<file path="config.mk">
export PLATFORM = sky130hd
export DESIGN_NAME = cipher_fifo_param
export DESIGN_NICKNAME = d
export VERILOG_FILES = /design/src/rtl/cipher_fifo_param.sv
export SDC_FILE = /design/constraint.sdc
export NUM_CORES = 1
export LEC_CHECK = 0
export CAP_MARGIN = 20
export CELL_PAD_IN_SITES_DETAIL_PLACEMENT = 0
export CELL_PAD_IN_SITES_GLOBAL_PLACEMENT = 1
export CORE_AREA = 5 5 181 314
export DETAILED_ROUTE_END_ITERATION = 16
export DIE_AREA = 0 0 186 319
export MAX_ROUTING_LAYER = met4
export PLACE_DENSITY = 0.85
export SYNTH_ARGS = -nofsm -noshare
export SYNTH_HDL_FRONTEND = slang
export SYNTH_SLANG_ARGS = --single-unit
</file>
<file path="constraint.sdc">
create_clock -name Clk -period 4.2 [get_ports Clk]
set_clock_uncertainty 0.05 [all_clocks]
set_input_delay 0.42 -clock Clk [delete_from_list [all_inputs] [get_ports Clk]]
set_output_delay 0.42 -clock Clk [all_outputs]
set_load 0.01 [all_outputs]
</file>
<file path="src/rtl/cipher_fifo_param.sv">
// Synchronous FIFO that stores each word XORed with a rotating key stream.
// It can decrypt on read and keeps count, almost-full and sticky over/underflow status.
module cipher_fifo_param #(
  parameter int DATA_W    = 32,
  parameter int DEPTH     = 16,
  parameter int ADDR_W    = 4,
  parameter int AFULL_LVL = 12
) (
  input  logic              Clk,
  input  logic              reset,
  input  logic              Cen,
  input  logic              Wr_En,
  input  logic [DATA_W-1:0] Data_IN,
  input  logic              Rd_En,
  input  logic              Key_Load,
  input  logic [DATA_W-1:0] Cipher_Key,
  input  logic              Decrypt_En,
  output logic [DATA_W-1:0] QUE_Data_Out,
  output logic              QUE_Valid,
  output logic              QUE_Empty,
  output logic              QUE_Full,
  output logic              QUE_Last,
  output logic              QUE_Almost_Full,
  output logic [ADDR_W:0]   QUE_Count,
  output logic              QUE_Overflow,
  output logic              QUE_Underflow
);

  localparam logic [ADDR_W:0]   CNT_ONE = 1;
  localparam logic [ADDR_W:0]   CNT_MAX = DEPTH[ADDR_W:0];
  localparam logic [ADDR_W:0]   CNT_AF  = AFULL_LVL[ADDR_W:0];
  localparam logic [ADDR_W-1:0] PTR_ONE = 1;

  function automatic logic [DATA_W-1:0] rotl1(input logic [DATA_W-1:0] x);
    return {x[DATA_W-2:0], x[DATA_W-1]};
  endfunction

  logic [DATA_W-1:0] mem [DEPTH];
  logic [ADDR_W-1:0] wp, rp;
  logic [DATA_W-1:0] ks_wr, ks_rd, kw, kr, c;
  logic [ADDR_W:0]   count_nxt;
  logic              key_ld, wr_ok, rd_ok;

  // A key load only takes effect on an empty queue, so both streams restart in step.
  assign key_ld = Cen & Key_Load & QUE_Empty;
  assign kw     = key_ld ? Cipher_Key : ks_wr;
  assign kr     = key_ld ? Cipher_Key : ks_rd;
  assign rd_ok  = Cen & Rd_En & ~QUE_Empty;
  assign wr_ok  = Cen & Wr_En & (~QUE_Full | rd_ok);
  assign c      = mem[rp];

  always_comb begin
    count_nxt = QUE_Count;
    case ({wr_ok, rd_ok})
      2'b10:   count_nxt = QUE_Count + CNT_ONE;
      2'b01:   count_nxt = QUE_Count - CNT_ONE;
      default: count_nxt = QUE_Count;
    endcase
  end

  // Storage is deliberately not reset; the pointers define what is valid.
  always_ff @(posedge Clk) begin
    if (wr_ok) mem[wp] <= Data_IN ^ kw;
  end

  always_ff @(posedge Clk) begin
    if (reset) begin
      wp              <= '0;
      rp              <= '0;
      ks_wr           <= '0;
      ks_rd           <= '0;
      QUE_Count       <= '0;
      QUE_Data_Out    <= '0;
      QUE_Valid       <= 1'b0;
      QUE_Empty       <= 1'b1;
      QUE_Full        <= 1'b0;
      QUE_Last        <= 1'b0;
      QUE_Almost_Full <= 1'b0;
      QUE_Overflow    <= 1'b0;
      QUE_Underflow   <= 1'b0;
    end else begin
      ks_wr     <= wr_ok ? rotl1(kw) : kw;
      ks_rd     <= rd_ok ? rotl1(kr) : kr;
      QUE_Valid <= rd_ok;
      if (wr_ok) wp <= wp + PTR_ONE;
      if (rd_ok) begin
        rp           <= rp + PTR_ONE;
        QUE_Data_Out <= Decrypt_En ? (c ^ kr) : c;
      end
      QUE_Count       <= count_nxt;
      QUE_Empty       <= (count_nxt == '0);
      QUE_Full        <= (count_nxt == CNT_MAX);
      QUE_Last        <= (count_nxt == CNT_ONE);
      QUE_Almost_Full <= (count_nxt >= CNT_AF);
      if (Cen & Wr_En & ~wr_ok)    QUE_Overflow  <= 1'b1;
      if (Cen & Rd_En & QUE_Empty) QUE_Underflow <= 1'b1;
    end
  end

endmodule

</file>
==> impl_results.md <==
- Hold buffer count at cts: 0
- Detailed placement HPWL: between 30000 and 40000 microns
- Cells after synthesis: 1475
- Worst R2R Setup Slack: ~1.1 ns
- Final worst setup slack: approximately 1.1 ns
- Initial DRT Pass Iterations: 7
- Most used cell, CP: ha_1
- Leakage power: between 9 and 10 nW
- Crit path from: QUE_Empty
- Crit start category: flip-flop
- Worst-margin pin slew: 1.16 ns
- Worst vdd ir: ~0.35 mV
- Compound-Gate Fraction of Synth Area: 0.0673
- Worst hold slack: 0.426 ns
- Crit path capture: QUE_Last
- Port Buf Inserts: roughly 110
- DR vias: approximately 14000
- GRT Total Usage: 0.215
- Stages on the worst setup path: 11
- Ys Warns: 0
- Vias per cell: between 5 and 6
- Top delay family on crit path: compound AO/OA/AOI/OAI gates
- Slowest cell on the critical path: a21oi_4
- Sum of buffers and inverters on the critical path: 1
- Reg-to-Reg End: QUE_Last
- Crit-path max cell delay: about 0.38 ns
- ANT cells: 0
- First-pass GRT wire length: 92500 microns
- Worst path required time: roughly 4.7 ns
- Endpoints failing setup: 0
- GR Overflow Total: 0
- Tcrit/Tclk final: 0.740
- Post-synthesis sequential area ratio: 0.708
- Commonest non-fill, non-tap cells in the layout: 512 x edfxtp_1, 128 x mux4_2, 117 x dfxtp_1, 113 x clkdlybuf4s50_1, 96 x a211oi_1
- Vias in the first global route: 14500
- Per-cell routed wire length: approximately 26 microns
- Final Hold Fails: 0
- Die area: roughly 59000 sq um
- CTS Buf Count: 53
- DIE WIDTH: 186 microns
- Root Buffer: clkbuf_16
- Maximum clock path buffer count: 3
- Pwr/cell area: between 400 and 500 nW/um^2
- CP arrival: between 3 and 4 ns
- Initial antenna violation count: 0
- Final Critical Period: between 3 and 4 ns
- Share of layout cells above drive strength 1: 0.195
- Die Ht: 319 microns
- Synth Net Count: 1554
- F_max: 0.322 GHz
- Total wire length: just over 60000 microns
- XOR/XNOR Fraction of Synth Area: 0.0262
- Fin cells: about 2300
- RR Startpoint: QUE_Empty
- Hold path depth: 2
- Post-DRT Antenna Nets: 0
- Critical path type: reg2reg
- Worst r2r path cells: 11
- Drt drc: 0
- Clock Sink Count: roughly 630
- Core area: ~54000 sq um
- DR iter-0 viols: roughly 1300
- Status: completed
- Starting density of the core: 0.465
- Crit path cell chain: nand3b_1 -> a21oi_4 -> inv_1 -> ha_1 -> xor2_1 -> ha_1 -> a211o_1 -> a32oi_2 -> xnor2_1 -> o32a_1 -> a31oi_1
- Largest family of logic cells by synthesized area: multiplexers
- Final Wtd Congestion: 0.826
- Most common cell after layout, fill and taps aside: edfxtp_1
- Worst min-delay path class: reg2reg
- Critical Path Sink Type: flip-flop
- Synthesized area: ~25000 sq um
- H-tree levels: 2
- Proportion of synthesized area in mux cells: 0.116
- Synth Register Bits: about 630
- Post-synthesis adder-cell area fraction: 0.00399
- DP Cell Count: about 2200
- Clk_lat worst skew: 0.60 ns
- Crit-path max FO: 10
- Post-synth cell types: 43
- Relative slew slack: 0.223
- Ports: 115
- Pin count of the biggest net entering global routing: 93
- Max Cap Viol: 0
- Utilization after layout: 0.539
- Setup Fix Bufs, Post-CTS: 0
- Cts repair resizes: 0
- Final TNS setup: 0 ns
- RSZ-0062 raised after global routing: no
- Area growth syn-to-layout: 16.0%
- FP Rows: 113
- Max-slew violations: 0
- TritonCTS clock tree: yes
- Synth Area in Simple Gates: 0.0572
- Mapped Avg Cell Area: between 15 and 20 sq um
- Reg clk slew, reported paths: about 0.07 ns
- # nets final: between 1500 and 2000
- Placement Setup Slack: between 0.5 and 0.6 ns
==> registers in the layout, indices dropped and copies added (netlist names), 4 cells and up, named ones only <==
register / count
rp: 4
wp: 4
ks_wr: 32
QUE_Count: 5
mem: 512
QUE_Data_Out: 32
ks_rd: 32
==> layer usage <==
layer	global-route usage	share of wire
met1	0.266	0.37
met2	0.366	0.53
met3	0.0281	0.070
met4	0.0698	0.033
met5	-	0
==> cells in the mapped netlist (all sizes together) <==
| library cell | number | area [sq um] |
|---|---|---|
| edfxtp | 512 | 15400 |
| mux4 | 128 | 2880 |
| dfxtp | 120 | 2400 |
| a211oi | 96 | 721 |
| a21oi | 71 | 355 |
| xnor2 | 68 | 596 |
| nor2 | 65 | 244 |
| a22oi | 64 | 480 |
| clkbuf | 62 | 233 |
| buf | 46 | 280 |
| nand2 | 45 | 169 |
| nor2b | 38 | 238 |
| nor3 | 38 | 190 |
| and2 | 34 | 213 |
| and4 | 32 | 280 |
| ha | 8 | 100 |
| xor2 | 7 | 61.3 |
| inv | 6 | 22.5 |
| nand2b | 4 | 25.0 |
| o21ai | 4 | 20.0 |
| mux2i | 3 | 30.0 |
| nand3 | 3 | 20.0 |
| a211o | 2 | 17.5 |
| a31oi | 2 | 12.5 |
| nand4 | 2 | 12.5 |
| or3 | 2 | 12.5 |
| a21boi | 1 | 7.51 |
| a21o | 1 | 7.51 |
| a32oi | 1 | 16.3 |
| a41oi | 1 | 8.76 |
| and3b | 1 | 8.76 |
| nand3b | 1 | 7.51 |
| nand4b | 1 | 8.76 |
| nor3b | 1 | 7.51 |
| o21a | 1 | 7.51 |
| o221ai | 1 | 8.76 |
| o31ai | 1 | 7.51 |
| o32a | 1 | 10.0 |
| o32ai | 1 | 8.76 |
==> tightest hold or removal path, delay by kind of cell, from the launching register on <==
family / cells / cell delay [ns]
AND/OR/NAND/NOR: 1 / 0.07
AO/OA/AOI/OAI: 1 / 0.04
flip-flops: 1 / 0.33
==> kinds of logic after synthesis <==
| kind of cell | Yosys count |
|---|---|
| compound gates | 248 |
| simple gates | 267 |
| xor+xnor | 75 |
| flops | 632 |
| buf+inv | 114 |
| mux | 131 |
| fa+ha+maj | 8 |
==> area by class of cell <==
cell class,count,area (sq um)
tap,690,863
inverter,6,22.5
sequential,632,17800
multi-input combinational,729,6930
fill,4225,24900
timing repair buffer,192,1810
clock buffer,61,1400
clock inverter,38,323
==> power breakdown <==
group | internal (mW) | total (mW) | leakage, nW | switching [mW]
sequential | 7.07 | 7.14 | 5.60 | 0.0690
combinational | 0.501 | 1.23 | 2.64 | 0.729
clock | 2.56 | 4.85 | 0.828 | 2.29
==> per-stage QoR <==
step	power, mW	instance area [sq um]
6_report	13.2	29100
3_3_place_gp	8.44	27300
4_1_cts	13.3	29000
2_1_floorplan	8.02	25100
3_5_place_dp	8.48	27300
5_1_grt	13.7	29100
==> worst min path at each step <==
stage / start / endpoint / slack, ns
global route: QUE_Overflow / QUE_Overflow / 0.46
global placement: QUE_Overflow / QUE_Overflow / 0.42
floorplan: rp[1] / flip-flop / 0.42
finish: QUE_Overflow / QUE_Overflow / 0.43
detailed placement: QUE_Overflow / QUE_Overflow / 0.41
CTS: QUE_Overflow / QUE_Overflow / 0.43
Note: power is estimated with default switching activity, not from simulation.
